[config.mk]
export PLATFORM = sky130hd
export DESIGN_NAME = fft_twiddle_gen
export DESIGN_NICKNAME = d
export VERILOG_FILES = /design/src/rtl/fft_twiddle_gen.sv
export SDC_FILE = /design/constraint.sdc
export NUM_CORES = 1
export LEC_CHECK = 0
export BUFFER_PORTS_ARGS = -buffer_cell sky130_fd_sc_hd__buf_2
export CORE_MARGIN = 10
export CORE_UTILIZATION = 55
export DETAILED_ROUTE_END_ITERATION = 10
export PLACE_DENSITY = 0.79
export SETUP_SLACK_MARGIN = 0.1
export SYNTH_ARGS = -nofsm -noshare
export SYNTH_HDL_FRONTEND = slang
export SYNTH_SLANG_ARGS = --single-unit
[constraint.sdc]
create_clock -name iCLK -period 6 [get_ports iCLK]
set_input_delay 0.6 -clock iCLK [delete_from_list [all_inputs] [get_ports iCLK]]
set_output_delay 0.6 -clock iCLK [all_outputs]
set_load 0.01 [all_outputs]
[src/rtl/fft_twiddle_gen.sv]
// rtl/fft_twiddle_gen.sv - radix-2 DIT twiddle stream generator with quarter-wave cosine ROM
module fft_twiddle_gen #(
    parameter int N_LOG2 = 8,
    parameter int W_BIT  = 12,
    parameter int W_MAX  = 1024
) (
    input  logic                      iCLK,
    input  logic                      iRESET,
    input  logic                      iSTART,
    input  logic [$clog2(N_LOG2)-1:0] iSTAGE,
    input  logic                      iINV,
    output logic signed [W_BIT-1:0]   oW_RE,
    output logic signed [W_BIT-1:0]   oW_IM,
    output logic                      oVALID,
    input  logic                      iREADY,
    output logic                      oLAST,
    output logic                      oBUSY,
    output logic                      oDONE
);
    localparam int SW = $clog2(N_LOG2);
    localparam int JW = N_LOG2 - 1;      // butterfly index / k width
    localparam int MW = N_LOG2 - 2;      // offset within a quadrant
    localparam int Q  = 1 << MW;         // N/4
    localparam logic [JW-1:0] J_LAST = {JW{1'b1}};

    typedef enum logic [1:0] {S_IDLE, S_RUN, S_DRAIN} state_t;

    // Quarter-wave cosine sample, rounded to nearest; Taylor series keeps it elaboration-only.
    function automatic int cos_q(input int m);
        real x;
        real term;
        real sum;
        x    = 6.283185307179586 * real'(m) / real'(1 << N_LOG2);
        term = 1.0;
        sum  = 1.0;
        for (int i = 1; i < 24; i++) begin
            term = -term * x * x / real'((2 * i - 1) * (2 * i));
            sum  = sum + term;
        end
        return $rtoi(real'(W_MAX) * sum + 0.5);
    endfunction

    logic signed [W_BIT-1:0] w_rom [0:Q];
    for (genvar g = 0; g <= Q; g++) begin : g_rom
        localparam int C_VAL = cos_q(g);
        assign w_rom[g] = W_BIT'(C_VAL);
    end

    state_t                  r_state;
    state_t                  w_state_nx;
    logic [JW-1:0]           r_j;
    logic [SW-1:0]           r_stage;
    logic                    r_inv;
    logic                    r1_valid;
    logic                    r1_quad;
    logic [MW-1:0]           r1_m;
    logic                    r1_last;
    logic                    r2_valid;
    logic                    r2_last;
    logic signed [W_BIT-1:0] r2_re;
    logic signed [W_BIT-1:0] r2_im;
    logic                    r_done;

    logic                    w_stall;
    logic                    w_issue;
    logic                    w_accept_last;
    logic [JW-1:0]           w_mask;
    logic [SW-1:0]           w_shamt;
    logic [JW-1:0]           w_k;
    logic [JW-1:0]           w_idx_m;
    logic [JW-1:0]           w_idx_qm;
    logic signed [W_BIT-1:0] w_c_m;
    logic signed [W_BIT-1:0] w_c_qm;
    logic signed [W_BIT-1:0] w_re;
    logic signed [W_BIT-1:0] w_im_fwd;
    logic signed [W_BIT-1:0] w_im;

    // A presented but unaccepted beat freezes everything behind it.
    assign w_stall       = r2_valid & ~iREADY;
    assign w_accept_last = r2_valid & iREADY & r2_last;

    // k = (j mod 2^s) << (N_LOG2-1-s)
    assign w_mask  = ~({JW{1'b1}} << r_stage);
    assign w_shamt = SW'(JW) - r_stage;
    assign w_k     = (r_j & w_mask) << w_shamt;

    // Quadrant symmetry: second quadrant reuses the same ROM mirrored and negated.
    assign w_idx_m  = {1'b0, r1_m};
    assign w_idx_qm = JW'(Q) - w_idx_m;
    assign w_c_m    = w_rom[w_idx_m];
    assign w_c_qm   = w_rom[w_idx_qm];
    assign w_re     = r1_quad ? -w_c_qm : w_c_m;
    assign w_im_fwd = r1_quad ? -w_c_m  : -w_c_qm;
    assign w_im     = r_inv ? -w_im_fwd : w_im_fwd;

    // State register.
    always_ff @(posedge iCLK) begin
        if (iRESET) r_state <= S_IDLE;
        else        r_state <= w_state_nx;
    end

    // Next state and issue decision.
    always_comb begin
        w_state_nx = r_state;
        w_issue    = 1'b0;
        case (r_state)
            S_IDLE:  if (iSTART) w_state_nx = S_RUN;
            S_RUN: begin
                if (!w_stall) begin
                    w_issue = 1'b1;
                    if (r_j == J_LAST) w_state_nx = S_DRAIN;
                end
            end
            S_DRAIN: if (w_accept_last) w_state_nx = S_IDLE;
            default: w_state_nx = S_IDLE;
        endcase
    end

    // Stage parameters latched on start; butterfly counter advances on each issue.
    always_ff @(posedge iCLK) begin
        if (iRESET) begin
            r_j     <= '0;
            r_stage <= '0;
            r_inv   <= 1'b0;
        end else if (r_state == S_IDLE && iSTART) begin
            r_j     <= '0;
            r_stage <= iSTAGE;
            r_inv   <= iINV;
        end else if (w_issue) begin
            r_j <= r_j + 1'b1;
        end
    end

    // Two-stage pipeline: k/quadrant split, then ROM lookup with sign handling.
    always_ff @(posedge iCLK) begin
        if (iRESET) begin
            r1_valid <= 1'b0;
            r1_quad  <= 1'b0;
            r1_m     <= '0;
            r1_last  <= 1'b0;
            r2_valid <= 1'b0;
            r2_last  <= 1'b0;
            r2_re    <= '0;
            r2_im    <= '0;
        end else if (!w_stall) begin
            r1_valid <= w_issue;
            r1_quad  <= w_k[JW-1];
            r1_m     <= w_k[MW-1:0];
            r1_last  <= (r_j == J_LAST);
            r2_valid <= r1_valid;
            if (r1_valid) begin
                r2_last <= r1_last;
                r2_re   <= w_re;
                r2_im   <= w_im;
            end else begin
                r2_last <= 1'b0;
            end
        end
    end

    // Completion pulse follows acceptance of the final beat.
    always_ff @(posedge iCLK) begin
        if (iRESET) r_done <= 1'b0;
        else        r_done <= w_accept_last;
    end

    assign oW_RE  = r2_re;
    assign oW_IM  = r2_im;
    assign oVALID = r2_valid;
    assign oLAST  = r2_valid & r2_last;
    assign oBUSY  = (r_state != S_IDLE);
    assign oDONE  = r_done;
endmodule

# --- After elaboration in Yosys (flattened, before gate mapping) ---
# Memories as Yosys holds them, arrays and structs flattened.
# Cells that the tools add are included.
totals:
  out_inout_bits: 28
  in_bits: 8
  word_cells: 63
  register_bits: 49
  mem_count: 2
  romBits: 3072
memory_table:
  columns: ["name", "depth", "width", "read_ports", "rd_ports_with_merged_regs", "wr", "line_no", "source"]
  rows:
  - ["(name not given)", 128, 12, 1, 0, 0, "91", "assign w_c_qm = w_rom[w_idx_qm];"]
  - ["(name not given)", 128, 12, 1, 0, 0, "90", "assign w_c_m = w_rom[w_idx_m];"]
op_classes:
  n_lt_le_gt_ge: 2
  bitwise_logic: 10
  n_eq_ne: 7
  n_reduce_logical: 6
  add_sub_neg: 6
  shifts: 2
  muxes: 15
ops:
  columns: ["operator", "n"]
  rows:
  - ["$mux W12", 7]
  - ["$neg A12 Y12", 3]
  - ["$ge A8 B8 Y1 const B", 2]
  - ["$mux W2", 4]
  - ["$ne A2 B2 Y1 const B", 4]
  - ["$not A6 Y8", 1]
  - ["$not A7 Y8", 1]
  - ["$add A7 B1 Y7 const B", 1]
  - ["$and A7 B7 Y7", 1]
  - ["$eq A7 B7 Y1 const B", 1]
  - ["$not A7 Y7", 1]
  - ["$shl A7 B3 Y7", 1]
  - ["$shl A7 B3 Y7 const A", 1]
  - ["$sub A7 B6 Y7 const A", 1]
  - ["$pmux W2 S3", 1]
  - ["$and A1 B1 Y1", 4]
  - ["$reduce_and A4 Y1", 1]
  - ["$mux W1", 3]
  - ["$sub A3 B3 Y3 const A", 1]
  - ["$eq A2 B1 Y1 const B", 1]
  - ["$eq A2 B2 Y1 const B", 1]
  - ["$logic_not A2 Y1", 1]
  - ["$not A1 Y1", 2]
  - ["$reduce_and A2 Y1", 1]
  - ["other kinds (3)", 3]

# --- Longest topological paths before layout ---
# Gate-level depths: netlist of run 1.
depth:
  depth_word: 9
  mapped_depth: 21
  ltp_nobuf: 18

# --- Worst setup path after synthesis of run 1 ---
# OpenSTA, ideal clock, no wires.
synth_timing:
  kind: "register -> register"
  startpoint: "register r1_m[0]"
  endpoint: "register r2_im[10] (netlist: oW_IM[10])"
  slack_ns: 1.321
  required_time_ns: 5.938
  period_less_slack_ns: 4.679
  path_stages_with_launch: 22
  t_arrival_ns: 4.617
  cell_sequence: "dfxtp_1 > buf_2 > inv_1 > clkbuf_1 > ha_1 > buf_4 > inv_1 > ha_1 > nand2b_1 > mux2_2 > o2bb2ai_1 > o311ai_0 > nand3_1 > ha_1 > inv_1 > a221oi_2 > and2b_1 > and3_1 > o31ai_2 > nand4bb_1 > or4_1 > nand3_1"
synth_between:
  elab_chain_len: 9
synth_rtl:
  columns: ["item", "line_no", "source"]
  rows:
  - ["start, declared", "56", "logic [MW-1:0] r1_m;"]
  - ["start signal, assigned", "148", "r1_m <= w_k[MW-1:0];"]
  - ["$sub A7 B6 Y7", "89", "assign w_idx_qm = JW'(Q) - w_idx_m;"]
  - ["$not A7 Y8 (not written as such)", "91", null]
  - ["$mem_v2 Z128 W12", null, null]
  - ["$mux W12 (not written as such) (2 in series)", "91", null]
  - ["$neg A12 Y12", "93", "assign w_im_fwd = r1_quad ? -w_c_m : -w_c_qm;"]
  - ["$mux W12 (*)", "93", null]
  - ["$neg A12 Y12", "94", "assign w_im = r_inv ? -w_im_fwd : w_im_fwd;"]
  - ["$mux W12 (*)", "94", null]
  - ["end signal, assigned", "154", "r2_im <= w_im;"]
  - ["end, declared", "61", "logic signed [W_BIT-1:0] r2_im;"]
# Every way passes the cells marked *; elsewhere a longest branch is shown, timed or not. The select of a mux whose other input is x is not followed.
# A chain may end at the register's enable or synchronous reset.

# --- Worst setup path after layout of run 1 ---
layout_timing:
  startpoint: "register r1_m[0]"
  endpoint: "register r2_im[9] (netlist: oW_IM[9])"
# The elaborated chain is that of the path after synthesis.

==> flow_summary.json, run 1 <==
{
  "htree_levels": 2,
  "p_leak_nw": 2.19,
  "fp.dieH_um": 120,
  "layout_min_cycle_time_ns": 5.08,
  "cpPeakStageDelay_ns": 0.53,
  "initial_core_util_pct": 56.7,
  "cp.required_ns": 6.26,
  "synth_top_family_by_area": "simple AND/OR/NAND/NOR gates",
  "syn_avg_cell_area_um2": 7.22,
  "synth_edf_count": 0,
  "tightest_slew_ns": 1.30,
  "clock_sinks": 49,
  "ff_latch_area_um2": 983,
  "status": "completed",
  "yosysMostFrequentCell": "nand2_1",
  "cts-hold-fix-buffers": 0,
  "synthFlopType": "dfxtp_1",
  "synth_warnings": 0,
  "finalSetupViolations": 0,
  "slew_violations": 0,
  "ys_async_sr_fraction_pct": 0,
  "cp-end-kind": "flip-flop",
  "dpl.hpwl_um": 12400,
  "die_x_um": 120,
  "clock_skew_ns": 0.00853,
  "synth_compound_area_share_pct": 27.5,
  "syn_area_mm2": 0.00554,
  "slowest_stage": "o311ai_0",
  "slew_headroom_pct": 12.5,
  "rows": 36,
  "period_share_pct": 84.7,
  "cts-resized-gates": 0,
  "drc": 0,
  "core_area_mm2": 0.00977,
  "syn_to_final_growth_pct": 4.11,
  "hold_ws_ns": 0.451,
  "cts_setup_buffers": 0,
  "portBuffers": 35,
  "synth_top_cell_by_area": "dfxtp_1",
  "wl_per_cell_um": 19.4,
  "hp-class": "reg2reg",
  "synth_fa_ha_area_share_pct": 4.97,
  "vdd_drop_max_mv": 0.154,
  "synth_common_cells": "nand2_1 (79), nor2_1 (78), a21oi_1 (60)",
  "synthDistinctLibCells": 80,
  "synth_xor_area_share_pct": 6.30,
  "placed_area_mm2": 0.00563,
  "ctsRootBufferMaster": "clkbuf_8",
  "gp_congestion": 1.05,
  "synth_area_leaders": "dfxtp_1 (18%), a21oi_1 (5.4%), nand2_1 (5.4%)",
  "grt_overflow": 0,
  "powerDensity_mw_per_mm2": 148,
  "rsz0062_at_grt": "no",
  "first_iter_violations": 842,
  "gr-usage-all-layers_pct": 22.5,
  "routed_via_density": 6.65,
  "grt_pass1_vias": 5366,
  "antenna_found_initial": 0,
  "grt_pass1_wl_um": 27500,
  "cts_buffers": 5,
  "yosysTopAreaCellShare_pct": 17.7,
  "synth-seq-cells": 49,
  "hold_viol": 0,
  "final_nets": 780,
  "vias": 5882,
  "ys_seq_area_share_pct": 17.7,
  "synth_mux_area_share_pct": 7.61,
  "die_area_mm2": 0.0145,
  "crit_fanout": 13,
  "grt_max_degree": 46,
  "n_antenna_cell": 0,
  "clock_path_buffers": 2,
  "synthCells": 767,
  "path_cells": "inv_1, ha_1, inv_1, ha_1, nand2b_1, mux2_2, o2bb2ai_1, o311ai_0, nand3_1, ha_1, inv_1, nand3_1, a31oi_1, nand3b_1, nor3_2, inv_2, or4_1, nand3_1",
  "nFillCells": 918,
  "drtPass1Iterations": 7,
  "tns_ns": 0,
  "start_kind": "flip-flop",
  "fmax_mhz": 197,
  "io_pins": 36,
  "arrival_ns": 5.34,
  "multi_input_area_mm2": 0.00415,
  "synthSimpleGateAreaFrac_pct": 28.4,
  "cts_tree": "yes",
  "path_clk_slew_ns": 0.09,
  "drt_wl_total_um": 17200,
  "synthesis.nets": 797,
  "design_area_mm2": 0.00577,
  "drtAntennaViolNets": 0,
  "max-cap-violations": 0,
  "drive_gt1_share_pct": 11.9,
  "clk_latency_ns": 0.31,
  "crit_type": "reg2reg"
}
-- layer usage --
layer  track usage, %  vias to the layer above  routed length (um)
met2             35.2                      332                7640
li1                 -                     2750                   -
met1             28.9                     2725                7060
met4             9.95                        0                 733
met5                0                        -                   0
met3             5.17                       75                1740
-- state kept, by name (all words and copies together), names as in the netlist --
register / flops
r1_valid: 1
oVALID: 1
r1_quad: 1
r_inv: 1
oW_IM: 12
r1_m: 6
oDONE: 1
r_state: 2
r1_last: 1
r_j: 7
r_stage: 3
oW_RE: 12
r2_last: 1
-- layout make-up --
cell class / count / share of cell area [%]
well taps: 133 / 2.89
multi-input cells: 628 / 71.9
flip-flops and latches: 49 / 17.1
repair buffers: 46 / 4.47
clock buffers: 5 / 1.19
inverters: 20 / 1.30
clock inverters: 3 / 1.19
-- worst max-delay path: cells and delay by family (launching register included) --
kind                     cells  cell delay [ns]
buffers and inverters        4             0.66
flip-flops                   1             0.34
adder cells (fa/ha/maj)      3             0.95
AO/OA/AOI/OAI                3             1.06
multiplexers                 1             0.28
AND/OR/NAND/NOR              7             1.73
-- cell families after synthesis --
| family | Yosys count |
|---|---|
| adder cells (fa/ha/maj) | 22 |
| multiplexers | 35 |
| AO/OA/AOI/OAI | 227 |
| AND/OR/NAND/NOR | 308 |
| buffers and inverters | 90 |
| XOR/XNOR | 36 |
| flip-flops | 49 |
-- worst paths after layout --
path / start / end / slack, ns / cells after the start
max: r1_m[0] / oW_IM[9] / 0.92 / 18
min: oW_IM[4] / oW_IM[4] / 0.45 / 2
max reg2reg: r1_m[0] / oW_IM[9] / 0.92 / 18
min reg2reg: oW_IM[4] / oW_IM[4] / 0.45 / 2
-- power by group --
group          total [mW]  internal (mW)  switching [mW]
clock network       0.286          0.168           0.118
logic               0.218         0.0816           0.137
registers           0.349          0.337          0.0123
total               0.853          0.586           0.267
-- metrics by stage --
stage               std cells  setup WS [ns]  utilization [%]  power, mW
floorplan                 767           1.32                -      0.518
global placement          876           1.30             57.6      0.562
detailed placement        876           1.11             57.6      0.567
CTS                       884           1.07             59.0      0.849
global route              884          0.464             59.0      0.891
finish                    884          0.918             59.0      0.853
-- cells in the final DEF (no fill, tap or decap), types with 4 or more instances in the layout --
cell / netlist / final
buf_2: 23 / 35
o211ai_1: 19 / 19
buf_4: 6 / 11
mux2i_1: 20 / 20
xor2_1: 12 / 12
nand3_1: 15 / 15
a22oi_1: 4 / 4
a311oi_1: 5 / 5
nand2_1: 79 / 79
o21ai_0: 39 / 39
or2_2: 4 / 4
nand2b_1: 24 / 24
clkbuf_8: 0 / 5
a31oi_1: 15 / 15
inv_1: 16 / 16
nor2b_1: 20 / 20
nand3b_1: 6 / 6
nor2_1: 78 / 78
nor3b_1: 4 / 4
dfxtp_1: 49 / 47
nor3_1: 26 / 26
a21oi_1: 60 / 60
nor4_1: 5 / 5
o211a_1: 4 / 4
mux2_2: 10 / 10
or4_1: 5 / 5
a21o_1: 5 / 5
and3_1: 9 / 9
o221ai_1: 5 / 5
or3_1: 7 / 7
xnor2_1: 21 / 21
a211oi_1: 24 / 24
and2_1: 6 / 6
ha_1: 22 / 22
(Power assumes the default switching activity.)
==> run 2, diff against run 1 <==
- ABC_AREA: default -> 1
- PLACE_DENSITY: 0.79 -> 0.82
- clock period: 6 -> 4.45 ns (I/O delays scaled with it)
==> run 2 against run 1 <==
Against the previous run: sequential share of layout area grew 0.64 points; power up 75%; global-route usage down 0.86 points; register-to-register slack worse by 0.29 ns; synthesized area down 4.9%; via count is 1.1% higher; wire length is 9.8% lower; clock power is 25% higher; synthesized cell count increased by 18%; largest cell class unchanged.
==> flow_summary.json, run 2 <==
{
  "status": "completed",
  "gp_congestion": 0.997,
  "start_kind": "flip-flop",
  "slew_violations": 0,
  "grt_pass1_wl_um": 26100,
  "timing.final.ws_setup_ns": 0.632,
  "slowest_stage": "ha_1",
  "placed_area_mm2": 0.00542,
  "finalSetupViolations": 0,
  "dp_slack_ns": 0.747,
  "drt_wl_total_um": 15500,
  "min_to": "oDONE",
  "syn_to_final_growth_pct": 5.23,
  "crit_type": "reg2reg",
  "hold_viol": 0,
  "drtPass1Iterations": 5,
  "rsz0062_at_grt": "no",
  "clk_latency_ns": 0.32,
  "tns_ns": 0,
  "grt_max_degree": 29,
  "wl_per_cell_um": 14.8,
  "cts_buffers": 5,
  "syn_area_mm2": 0.00527,
  "clock_path_buffers": 2,
  "cpPeakStageDelay_ns": 0.37,
  "grt_overflow": 0,
  "wl_met2_um": 6810,
  "reg2regPathDepth": 25,
  "synthesis.nets": 935,
  "tightest_slew_ns": 0.856,
  "vias": 5949,
  "io_pins": 36,
  "path_common_cell": "inv_1",
  "synthCells": 905,
  "synth-seq-cells": 49,
  "nFillCells": 980,
  "routed_via_density": 5.69,
  "cts-hold-fix-buffers": 0,
  "die_area_mm2": 0.0139,
  "vdd_drop_max_mv": 0.198,
  "critPathTopFamily": "adder cells",
  "cp.required_ns": 4.67,
  "powerDensity_mw_per_mm2": 269,
  "htree_levels": 2,
  "core_area_mm2": 0.00928,
  "yosysMostFrequentCell": "nand2_1",
  "grt_pass1_vias": 5504,
  "drive_gt1_share_pct": 14.3,
  "r2r_slack_ns": 0.63,
  "first_iter_violations": 743,
  "dr_wl_met3_um": 1180,
  "yosysTopAreaCellShare_pct": 20.5,
  "final_nets": 946,
  "path_clk_slew_ns": 0.12,
  "design_area_mm2": 0.00554,
  "period_share_pct": 85.8,
  "drt-met1-wl_um": 7070,
  "cts_tree": "yes",
  "ctsRootBufferMaster": "clkbuf_8",
  "rows": 35,
  "synth_warnings": 0,
  "synth_common_cells": "nand2_1 (288), nand3_1 (108), inv_1 (86)",
  "synthFlopType": "dfxtp_1",
  "dpl.hpwl_um": 11400,
  "holdPathStages": 3,
  "synth_area_leaders": "nand2_1 (21%), dfxtp_1 (19%), nand3_1 (10%)",
  "max-cap-violations": 0,
  "synth_top_cell_by_area": "nand2_1",
  "final_cell_mix": "nand2_1 (288), nand3_1 (108), inv_1 (86), nor2_1 (79), dfxtp_1 (49)",
  "clock_skew_ns": 0.0121,
  "initial_core_util_pct": 56.7,
  "top_layer": "met4",
  "gr-usage-all-layers_pct": 21.6,
  "arrival_ns": 4.04,
  "fp.dieH_um": 118,
  "worstReg2RegEnd": "oW_IM[8]",
  "cts_setup_buffers": 0,
  "drc": 0,
  "hp-class": "in2reg",
  "crit_buf_inv": 7,
  "path_depth": 25,
  "fin_util_pct": 59.7,
  "synthDistinctLibCells": 44,
  "fmax_mhz": 262,
  "r2r-start": "r1_m[0]",
  "layout_min_cycle_time_ns": 3.82,
  "antenna_found_initial": 0,
  "n_antenna_cell": 0,
  "min_from": "iREADY",
  "die_x_um": 118,
  "slew_headroom_pct": 42.7,
  "ys_async_sr_fraction_pct": 0,
  "drtAntennaViolNets": 0,
  "ys_seq_area_share_pct": 18.6,
  "cp-end-kind": "flip-flop",
  "clock_sinks": 49,
  "syn_avg_cell_area_um2": 5.82,
  "crit_fanout": 19,
  "p_leak_nw": 2.89,
  "synth_edf_count": 0,
  "final_common_cell": "nand2_1",
  "portBuffers": 35,
  "cts-resized-gates": 0
}
==> run 2: cell type report <==
| class | count | area [um^2] | share of cell area [%] |
|---|---|---|---|
| clock buffers | 5 | 68.8 | 1.24 |
| flip-flops and latches | 49 | 981 | 17.7 |
| inverters | 96 | 360 | 6.50 |
| multi-input cells | 719 | 3670 | 66.2 |
| well taps | 129 | 161 | 2.91 |
| clock inverters | 3 | 50.0 | 0.903 |
| repair buffers | 45 | 250 | 4.51 |
==> run 2: worst max path at each step <==
stage	slack [ns]	endpoint	start
floorplan	0.56	oW_IM[8]	r1_m[1]
global placement	0.84	oW_IM[8]	r1_m[0]
detailed placement	0.75	oW_IM[8]	r1_m[0]
CTS	0.71	oW_IM[8]	r1_m[0]
global route	0.33	oW_IM[8]	r1_m[0]
finish	0.63	oW_IM[8]	r1_m[0]
==> run 2: logic make-up (layout without fill, tap and decap cells) <==
kind of cell | count (synthesis) | in the layout | share of synthesized area, %
simple gates | 553 | 553 | 48.2
compound gates | 138 | 138 | 15.3
buf+inv | 137 | 149 | 11.7
flops | 49 | 49 | 18.6
fa+ha+maj | 22 | 22 | 5.23
xor+xnor | 6 | 6 | 0.998
==> run 2: per-stage QoR <==
step | hold slack, ns | total power, mW | cells
2_1_floorplan | 0.440 | 0.997 | 905
3_3_place_gp | 0.453 | 1.11 | 1038
3_5_place_dp | 0.459 | 1.12 | 1038
4_1_cts | 0.359 | 1.48 | 1046
5_1_grt | 0.373 | 1.60 | 1046
6_report | 0.364 | 1.49 | 1046
==> run 2: tightest hold or removal path: stages <==
cell and delay, ns:
buf_2 0.11, nand2_1 0.06, nor2_1 0.03
==> run 2: power by group <==
| part | internal [mW] | switching, mW | leakage (nW) |
|---|---|---|---|
| Clock | 0.173 | 0.185 | 0.0603 |
| Combinational | 0.208 | 0.443 | 2.43 |
| Sequential | 0.460 | 0.0235 | 0.398 |
==> run 2: per-layer routing <==
metal	GRT usage (%)	vias up
met5	0	-
met4	7.50	0
met3	3.60	46
met2	34.3	277
met1	28.8	2666
li1	-	2960
